$ cat config.mk
export PLATFORM = sky130hd
export DESIGN_NAME = dram_responder_flat
export DESIGN_NICKNAME = d
export VERILOG_FILES = /design/src/rtl/dram_responder_pkg.sv /design/src/rtl/dram_responder_if.sv /design/src/rtl/dram_responder_array.sv /design/src/rtl/dram_responder.sv /design/src/flat_wrapper.sv
export SDC_FILE = /design/constraint.sdc
export NUM_CORES = 2
export LEC_CHECK = 0
export CORE_MARGIN = 2
export CORE_UTILIZATION = 55
export CTS_CLUSTER_SIZE = 10
export DETAILED_ROUTE_END_ITERATION = 7
export HOLD_SLACK_MARGIN = 0.1
export PLACE_DENSITY_LB_ADDON = 0.3
export RECOVER_POWER = 50
export SKIP_CTS_REPAIR_TIMING = 1
export SYNTH_ARGS = -nofsm -noshare
export SYNTH_HDL_FRONTEND = slang
export SYNTH_SLANG_ARGS = --single-unit
$ cat constraint.sdc
create_clock -name Clk -period 13.4 [get_ports Clk]
set_input_delay 3.35 -clock Clk [delete_from_list [all_inputs] [get_ports Clk]]
set_output_delay 3.35 -clock Clk [all_outputs]
set_load 0.05 [all_outputs]
$ cat src/rtl/dram_responder_pkg.sv
// Shared types and constants for the DRAM responder slice: clear-sequencer
// state encodings and the width of the optional access counters.
package dram_responder_pkg;

  typedef enum logic {
    DRAM_IDLE  = 1'b0,
    DRAM_CLEAR = 1'b1
  } dram_state_t;

  localparam int STATS_W = 16;

endpackage

$ cat src/rtl/dram_responder_if.sv
// Host loader port of the DRAM responder: valid/ready request channel plus
// a one-cycle read-data return pulse.
interface dram_responder_if #(parameter int WIDTH = 8);

  logic             host_valid;
  logic             host_ready;
  logic             host_we;
  logic [WIDTH-1:0] host_addr;
  logic [WIDTH-1:0] host_wdata;
  logic [WIDTH-1:0] host_rdata;
  logic             host_rvalid;

  modport master (
    output host_valid, host_we, host_addr, host_wdata,
    input  host_ready, host_rdata, host_rvalid
  );

  modport slave (
    input  host_valid, host_we, host_addr, host_wdata,
    output host_ready, host_rdata, host_rvalid
  );

endinterface

$ cat src/rtl/dram_responder_array.sv
// Single-write-port RAM with a registered core read and a combinational
// read used for host capture. Write priority is core > clear > host.
module dram_array #(
  parameter int WIDTH = 8
) (
  input  logic             clk,
  input  logic             rst_n,
  input  logic             core_we,
  input  logic             core_re,
  input  logic [WIDTH-1:0] core_addr,
  input  logic [WIDTH-1:0] core_wdata,
  input  logic             clr_we,
  input  logic [WIDTH-1:0] clr_addr,
  input  logic             host_we,
  input  logic [WIDTH-1:0] host_addr,
  input  logic [WIDTH-1:0] host_wdata,
  output logic [WIDTH-1:0] core_rdata,
  output logic [WIDTH-1:0] host_rdata_comb
);

  localparam int DEPTH = 2**WIDTH;

  logic [WIDTH-1:0] mem [DEPTH];
  logic             wr_en;
  logic [WIDTH-1:0] wr_addr;
  logic [WIDTH-1:0] wr_data;

  always_comb begin
    wr_en   = 1'b1;
    wr_addr = core_addr;
    wr_data = core_wdata;
    if (core_we) begin
      wr_addr = core_addr;
      wr_data = core_wdata;
    end else if (clr_we) begin
      wr_addr = clr_addr;
      wr_data = '0;
    end else if (host_we) begin
      wr_addr = host_addr;
      wr_data = host_wdata;
    end else begin
      wr_en = 1'b0;
    end
  end

  // Storage has no reset: contents survive a reset, including a partial clear.
  always_ff @(posedge clk) begin
    if (wr_en) mem[wr_addr] <= wr_data;
  end

  always_ff @(posedge clk or negedge rst_n) begin
    if (!rst_n)       core_rdata <= '0;
    else if (core_re) core_rdata <= mem[core_addr];
  end

  assign host_rdata_comb = mem[host_addr];

endmodule

$ cat src/rtl/dram_responder.sv
// Zero-wait-state DRAM responder for the core, with a host loader port and a
// whole-array clear sequencer. Define DRAM_STATS_EN to add rd_count/wr_count.
module dram_responder
  import dram_responder_pkg::*;
#(
  parameter int WIDTH = 8
) (
  input  logic             Clk,
  input  logic             Rst_n,
  input  logic             memREAD,
  input  logic             memWRITE,
  input  logic [WIDTH-1:0] DRAM_addr,
  input  logic [WIDTH-1:0] DRAM_dataOut,
  output logic [WIDTH-1:0] DRAM_dataIn,
  dram_responder_if.slave  host,
  input  logic             clr_start,
  output logic             clr_busy,
  output logic             clr_done,
  output logic             err
`ifdef DRAM_STATS_EN
  ,
  output logic [STATS_W-1:0] rd_count,
  output logic [STATS_W-1:0] wr_count
`endif
);

  dram_state_t      state;
  dram_state_t      state_nxt;
  logic [WIDTH-1:0] idx;
  logic             core_busy;
  logic             clr_we;
  logic             host_accept;
  logic             host_wr;
  logic             host_rd;
  logic [WIDTH-1:0] host_rdata_comb;

  assign core_busy   = memREAD | memWRITE;
  assign host_accept = host.host_valid & host.host_ready;
  assign host_wr     = host_accept & host.host_we;
  assign host_rd     = host_accept & ~host.host_we;

  always_ff @(posedge Clk or negedge Rst_n) begin
    if (!Rst_n) state <= DRAM_IDLE;
    else        state <= state_nxt;
  end

  always_comb begin
    state_nxt = state;
    case (state)
      DRAM_IDLE:  if (clr_start) state_nxt = DRAM_CLEAR;
      DRAM_CLEAR: if (!core_busy && idx == '1) state_nxt = DRAM_IDLE;
      default:    state_nxt = DRAM_IDLE;
    endcase
  end

  // A core strobe pauses the clear; the host is locked out for the whole clear.
  always_comb begin
    clr_busy        = (state == DRAM_CLEAR);
    clr_we          = clr_busy & ~core_busy;
    host.host_ready = (state == DRAM_IDLE) & ~core_busy & ~host.host_rvalid;
  end

  always_ff @(posedge Clk or negedge Rst_n) begin
    if (!Rst_n) begin
      idx      <= '0;
      clr_done <= 1'b0;
    end else begin
      clr_done <= clr_we && (idx == '1);
      if (state == DRAM_IDLE && clr_start) idx <= '0;
      else if (clr_we)                     idx <= idx + WIDTH'(1);
    end
  end

  always_ff @(posedge Clk or negedge Rst_n) begin
    if (!Rst_n) begin
      host.host_rvalid <= 1'b0;
      host.host_rdata  <= '0;
      err              <= 1'b0;
    end else begin
      host.host_rvalid <= host_rd;
      if (host_rd) host.host_rdata <= host_rdata_comb;
      if (memREAD && memWRITE) err <= 1'b1;
    end
  end

`ifdef DRAM_STATS_EN
  // Both-strobe cycles count as writes only; counters stick at all-ones.
  always_ff @(posedge Clk or negedge Rst_n) begin
    if (!Rst_n) begin
      rd_count <= '0;
      wr_count <= '0;
    end else begin
      if (memWRITE && wr_count != '1)
        wr_count <= wr_count + STATS_W'(1);
      if (memREAD && !memWRITE && rd_count != '1)
        rd_count <= rd_count + STATS_W'(1);
    end
  end
`endif

  dram_array #(.WIDTH(WIDTH)) u_array (
    .clk             (Clk),
    .rst_n           (Rst_n),
    .core_we         (memWRITE),
    .core_re         (memREAD & ~memWRITE),
    .core_addr       (DRAM_addr),
    .core_wdata      (DRAM_dataOut),
    .clr_we          (clr_we),
    .clr_addr        (idx),
    .host_we         (host_wr),
    .host_addr       (host.host_addr),
    .host_wdata      (host.host_wdata),
    .core_rdata      (DRAM_dataIn),
    .host_rdata_comb (host_rdata_comb)
  );

endmodule

$ cat src/flat_wrapper.sv
// flat-port wrapper written by rule: the top's interface ports become plain ports
module dram_responder_flat import dram_responder_pkg::*;
#(
  parameter int WIDTH = 8
)
  (Clk, Rst_n, memREAD, memWRITE, DRAM_addr, DRAM_dataOut, DRAM_dataIn, clr_start, clr_busy, clr_done, err, host_host_valid, host_host_we, host_host_addr, host_host_wdata, host_host_ready, host_host_rdata, host_host_rvalid);
  dram_responder_if #(.WIDTH(WIDTH)) host_i ();
  input  logic Clk;
  input  logic Rst_n;
  input  logic memREAD;
  input  logic memWRITE;
  input  logic [WIDTH-1:0] DRAM_addr;
  input  logic [WIDTH-1:0] DRAM_dataOut;
  output logic [WIDTH-1:0] DRAM_dataIn;
  input  logic clr_start;
  output logic clr_busy;
  output logic clr_done;
  output logic err;
  input wire logic [$bits(host_i.host_valid)-1:0] host_host_valid;
  input wire logic [$bits(host_i.host_we)-1:0] host_host_we;
  input wire logic [$bits(host_i.host_addr)-1:0] host_host_addr;
  input wire logic [$bits(host_i.host_wdata)-1:0] host_host_wdata;
  output wire logic [$bits(host_i.host_ready)-1:0] host_host_ready;
  output wire logic [$bits(host_i.host_rdata)-1:0] host_host_rdata;
  output wire logic [$bits(host_i.host_rvalid)-1:0] host_host_rvalid;
  assign host_i.host_valid = host_host_valid;
  assign host_i.host_we = host_host_we;
  assign host_i.host_addr = host_host_addr;
  assign host_i.host_wdata = host_host_wdata;
  assign host_host_ready = host_i.host_ready;
  assign host_host_rdata = host_i.host_rdata;
  assign host_host_rvalid = host_i.host_rvalid;
  dram_responder #(.WIDTH(WIDTH)) u_core (.Clk(Clk), .Rst_n(Rst_n), .memREAD(memREAD), .memWRITE(memWRITE), .DRAM_addr(DRAM_addr), .DRAM_dataOut(DRAM_dataOut), .DRAM_dataIn(DRAM_dataIn), .host(host_i), .clr_start(clr_start), .clr_busy(clr_busy), .clr_done(clr_done), .err(err));
endmodule
# Word-level counts from Yosys, hierarchy flattened
# Memories as Yosys holds them, arrays and structs flattened. A register that Yosys moved wholly into a read port is not among the register bits.
# Index checks and enable logic that the tools add are counted.
# classes
addsub,1
mux,16
n_eq_ne,1
bitwise,13
n_reduce_logical,8
# op_table
cell,n
$mux 8,8
$add 8x1->8 const B,1
$eq 8x8->1 const B,1
$and 1x1->1,7
$mux 1,7
$not 1->1,5
$logic_and 1x1->1,4
$logic_not 1->1,3
$pmux 1 s2,1
$reduce_bool 2->1,1
$or 1x1->1,1
# word_totals
ram_bits,2048
ff_bits,12
out_inout_bits,21
elab_cells,45
n_memories,1
inputBits,39
# mem_list
name,depth,width,read_ports,rd_clocked_by_memory_dff,wr,line,rtl
u_core.u_array.mem,256,8,2,2,1,dram_responder_array.sv:23,logic [WIDTH-1:0] mem [DEPTH];

# Longest topological paths before layout
# depth
ltp_word,11
mapped_depth,14
depth_no_buf,8

# By module
# A second synthesis with hierarchy kept.
# hier_totals
cells_unflattened,5303
hier_area_um2,96943.0
# by_module_without_submodules
module,instances,seq_area_each_um2,area_per_inst_um2,cells_per_inst
dram_array,1,61699.2,96049.6,5231
dram_responder,1,500.5,893.4,72

# Least setup slack after synthesis
# OpenSTA, ideal clock, no wires.
# synth_timing
kind,in2reg
startpoint,input port memREAD
endpoint,memory u_core.u_array.mem[0][0] (data pin)
n_path_buf,1
cell_stages,5
slack_ns,0.550
arrival_time_ns,11.275
setup_time_ns,1.576
t_required_ns,11.824
path_cell_list,or4_4 > nor3_2 > clkbuf_1 > nand2_1 > a21oi_1
# synth_via
elab_chain_cells,9
word_cells_on_any_way,10
cone_classes,mux (3); bitwise (7)
# synth_rtl
item,line,rtl
start: declaration,flat_wrapper.sv:10,input logic memREAD;
$or 1x1->1 *,dram_responder.sv:37,assign core_busy = memREAD | memWRITE;
$not 1->1 *,"dram_responder.sv:59, dram_responder.sv:60",
$and 1x1->1 (2 in series),dram_responder.sv:60,host.host_ready = (state == DRAM_IDLE) & ~core_busy & ~host.host_rvalid;
$and 1x1->1,dram_responder.sv:38,assign host_accept = host.host_valid & host.host_ready;
$and 1x1->1,dram_responder.sv:39,assign host_wr = host_accept & host.host_we;
$mux 8,dram_responder_array.sv:38,end else if (host_we) begin
$mux 8 *,dram_responder_array.sv:35,end else if (clr_we) begin
$mux 8 *,dram_responder_array.sv:32,if (core_we) begin
named net u_core.u_array.wr_data[0],dram_responder_array.sv:26,logic [WIDTH-1:0] wr_data;
end: declaration,dram_responder_array.sv:23,
# The timed path passes the listed nets; every way through them passes the cells marked *.

# Final worst setup path
# layout_timing
startpoint,input port memWRITE
endpoint,memory u_core.u_array.mem[228][3] (data pin)
# layout_via
elab_chain_cells,9
word_cells_on_any_way,10
cone_classes,mux (3); bitwise (7)
# layout_rtl
item,line,rtl
start: declaration,flat_wrapper.sv:11,input logic memWRITE;
$or 1x1->1,dram_responder.sv:37,
$not 1->1,"dram_responder.sv:59, dram_responder.sv:60",
$and 1x1->1 (2 in series),dram_responder.sv:60,
$and 1x1->1,dram_responder.sv:38,
$and 1x1->1,dram_responder.sv:39,
$mux 8,dram_responder_array.sv:38,
$mux 8,dram_responder_array.sv:35,
$mux 8 *,dram_responder_array.sv:32,
named net u_core.u_array.wr_data[3],dram_responder_array.sv:26,
# Marks and branches as above.

==> metrics.md <==
| Metric | Value |
|---|---|
| Worst Path Required | roughly 13 ns |
| Fill count | approximately 12000 |
| Worst slack at placement | 4.67 ns |
| Logic pwr share | 0.095 |
| Mapped cell area | a little under 100000 µm² |
| Distinct cells, synth | 68 |
| DR vias | 58916 |
| Power Internal | 10.8 mW |
| Syn. warnings | 0 |
| Most frequent cells in the layout | edfxtp_1 (2048), mux4_2 (958), mux2i_1 (330), nor2_1 (313), clkbuf_16 (234) |
| Fmax | between 90 and 100 MHz |
| Clock Path Buffers | 3 |
| Tot Pwr | roughly 14 mW |
| Clk_skew | between 0.05 and 0.06 ns |
| Syn avg cell area | 18.8 µm² |
| Remaining global-route overflow | 0 |
| Die W | 424 µm |
| Global-route wire length before repair | approximately 440000 µm |
| Clock power frac | 0.394 |
| Total Wirelength | ~320000 µm |
| Reg clk slew, reported paths | around 0.06 ns |
| Layout net count | roughly 5200 |
| Critical path class | input port to flop |
| Die ar. | roughly 180000 µm² |
| Sequential power share | 0.511 |
| Via-to-Cell Ratio | about 7.8 |
| Ys async rst share | 0.0135 |
| Max-Cap Viols | 17 |
| Syn Inst Count | ~5200 |
| Failing checks | design-rule violations, max-capacitance violations, max-slew violations |
| Pwr dens | about 130 nW/µm² |
| Reg area | between 60000 and 70000 µm² |
| H-tree depth | 4 |
| Total core area | roughly 180000 µm² |
| Area delta synth->final | 9.15% |
| Final hold viol count | 0 |
| Initial antenna violation count | 14 |
| Post-synthesis net count | 5211 |
| Post-route ant nets | 0 |
| Hpwl dp | slightly above 200000 µm |
| CTS root buffer | clkbuf_16 |
| Final setup fails | 0 |
| Min setup slack post-route | around 2.7 ns |
| Skew-Pair Late Insertion Delay | around 0.90 ns |
| Status | complete, but fails checks |
| Critical Path Sink Type | flop |
| FP Rows | between 150 and 200 |
| Detailed Route Iter0 Violations | around 11000 |
| Final core occ | 0.603 |
| Initial Utilization | 0.553 |
| Commonest non-fill, non-tap cell in the layout | edfxtp_1 |
| Routed length per instance | 41.6 µm |
| Fin Setup TNS | 0 ns |
| Gr usage total | 0.352 |
| Largest net degree at the start of global routing | 190 |
| CP max FO | 76 |
| Hold Crit Class | flop to flop |
| Layout cells sized above 1 | 0.261 |
| Synth Flop Type | edfxtp_1 |
| TritonCTS clock tree | done |
| DRC | 8 |
| CTS sink cnt | a little over 2000 |
| Switching Share | 0.240 |
| Final min period | 10.72 ns |
| Worst IR drop on VDD | approximately 0.16 mV |
| Final period utilization | 0.800 |
| Post-synth EDFFs | approximately 2000 |
| IO buf count | 59 |
| RePlAce Congestion | between 1 and 1.5 |
| Worst endpoint data arrival time | between 10 and 15 ns |
| Max Slew Vio Count | roughly 1000 |
| Die Ht | about 420 µm |
| Footprint of the multi-input gates | 33000 µm² |
| Vias in the first global route | about 57000 |
| Synthesis-stage register bit count | roughly 2100 |
| Rel. slew slack | -2.02 |
| Sequential share of the synthesized area | 0.640 |
| Switch Pwr | between 3 and 4 mW |
| IO Count | 60 |
| CTS buffer count | roughly 230 |
| Pleak | 33.2 nW |
| Worst Setup Start Kind | input port |
| Worst slew pin tran | 4.54 ns |
| RSZ-0062 raised after global routing | false |
| TritonRoute pass-1 iters | 8 |
-- power groups by stage --
stage	clock, mW	sequential, mW	combinational (mW)
2_1_floorplan	0	7.41	0.761
3_3_place_gp	0	7.36	1.29
3_5_place_dp	0	7.36	1.30
4_1_cts	5.59	7.22	1.31
5_1_grt	5.85	7.23	1.36
6_report	5.59	7.24	1.35
-- registers in the layout (all words and copies together), names as in the netlist --
register / cells
u_core.u_array.mem: 2048
u_core.host.host_rdata: 8
u_core.idx: 8
u_core.u_array.core_rdata: 8
u_core.clr_busy: 1
u_core.clr_done: 1
u_core.err: 1
u_core.host.host_rvalid: 1
-- layer usage --
metal | wire length (µm) | track usage
met5 | 152 | 0
met2 | 141000 | 0.515
met3 | 45200 | 0.114
met1 | 107000 | 0.464
met4 | 23100 | 0.210
-- cell type report --
type | instances | area share
antenna | 7 | 0.000165
clock buffer | 302 | 0.0578
clock inverter | 11 | 0.00119
inverter | 10 | 0.000401
multi-input combinational | 2666 | 0.311
sequential | 2076 | 0.586
tap | 2340 | 0.0276
timing repair buffer | 187 | 0.0157
-- kinds of logic (layout without fill, tap and decap cells) --
group,count (synthesis),after routing,synth area share
XOR/XNOR,2,2,0.000180
multiplexers,1293,1293,0.257
AND/OR/NAND/NOR,694,694,0.0301
other,0,7,0
flip-flops,2076,2076,0.640
adder cells (fa/ha/maj),1,1,0.000129
buffers and inverters,429,510,0.0222
AO/OA/AOI/OAI,676,676,0.0510
-- cell usage after synthesis (all sizes together) (3+ instances only) --
library cell,count,area (µm²)
a2111oi,11,96.3
a211o,6,52.6
a211oi,45,338
a21boi,12,90.1
a21o,3,22.5
a21oi,105,526
a221o,13,130
a221oi,21,184
a22o,26,228
a22oi,121,908
a311oi,8,70.1
a31oi,5,31.3
a32oi,5,43.8
and2,11,68.8
buf,232,1420
clkbuf,187,702
dfrtp,28,701
edfxtp,2048,61500
inv,10,37.5
mux2,5,56.3
mux2i,330,3300
mux4,958,21600
nand2,227,852
nand2b,12,75.1
nand3,46,230
nand4,4,25.0
nor2,316,1190
nor2b,23,144
nor3,24,125
nor4,8,50.1
nor4b,3,26.3
o2111ai,13,114
o211a,7,70.1
o21ai,46,230
o221ai,123,1080
o22ai,69,432
o311ai,6,52.6
o31a,6,52.6
o31ai,11,87.6
o41ai,3,26.3
or2,4,25.0
or3,8,50.1
-- per-stage QoR --
stage                     area [µm²]  hold WS, ns  instances
after global placement         99900        0.460       7279
after global routing          106000        0.513       7593
after floorplan                97200        0.479       5171
final                         106000        0.470       7599
after detailed placement       99900        0.447       7279
after CTS                     106000        0.470       7592
-- final timing paths --
path / from / to / slack (ns) / cells past startpoint
max: memWRITE / u_core.u_array.mem[228][3]$_DFFE_PP_ / 2.68 / 6
min: u_core.err$_DFFE_PN0P_ / u_core.err$_DFFE_PN0P_ / 0.47 / 1
max reg2reg: u_core.clr_busy$_DFF_PN0_ / u_core.u_array.mem[228][3]$_DFFE_PP_ / 5.28 / 5
min reg2reg: u_core.err$_DFFE_PN0P_ / u_core.err$_DFFE_PN0P_ / 0.47 / 1
max in group asynchronous: Rst_n / u_core.u_array.core_rdata[0]$_DFFE_PN0P_ / 8.93 / 1
min in group asynchronous: Rst_n / u_core.host.host_rvalid$_DFF_PN0_ / 3.13 / 1
-- worst max-delay path: stages --
cell and delay, ns:
dlygate4sd3_1 0.62, or4_1 0.61, nor3_1 1.28, nand2_1 0.15, a21oi_1 1.82, clkbuf_1 2.82
Note: power is estimated with default switching activity, not from simulation.
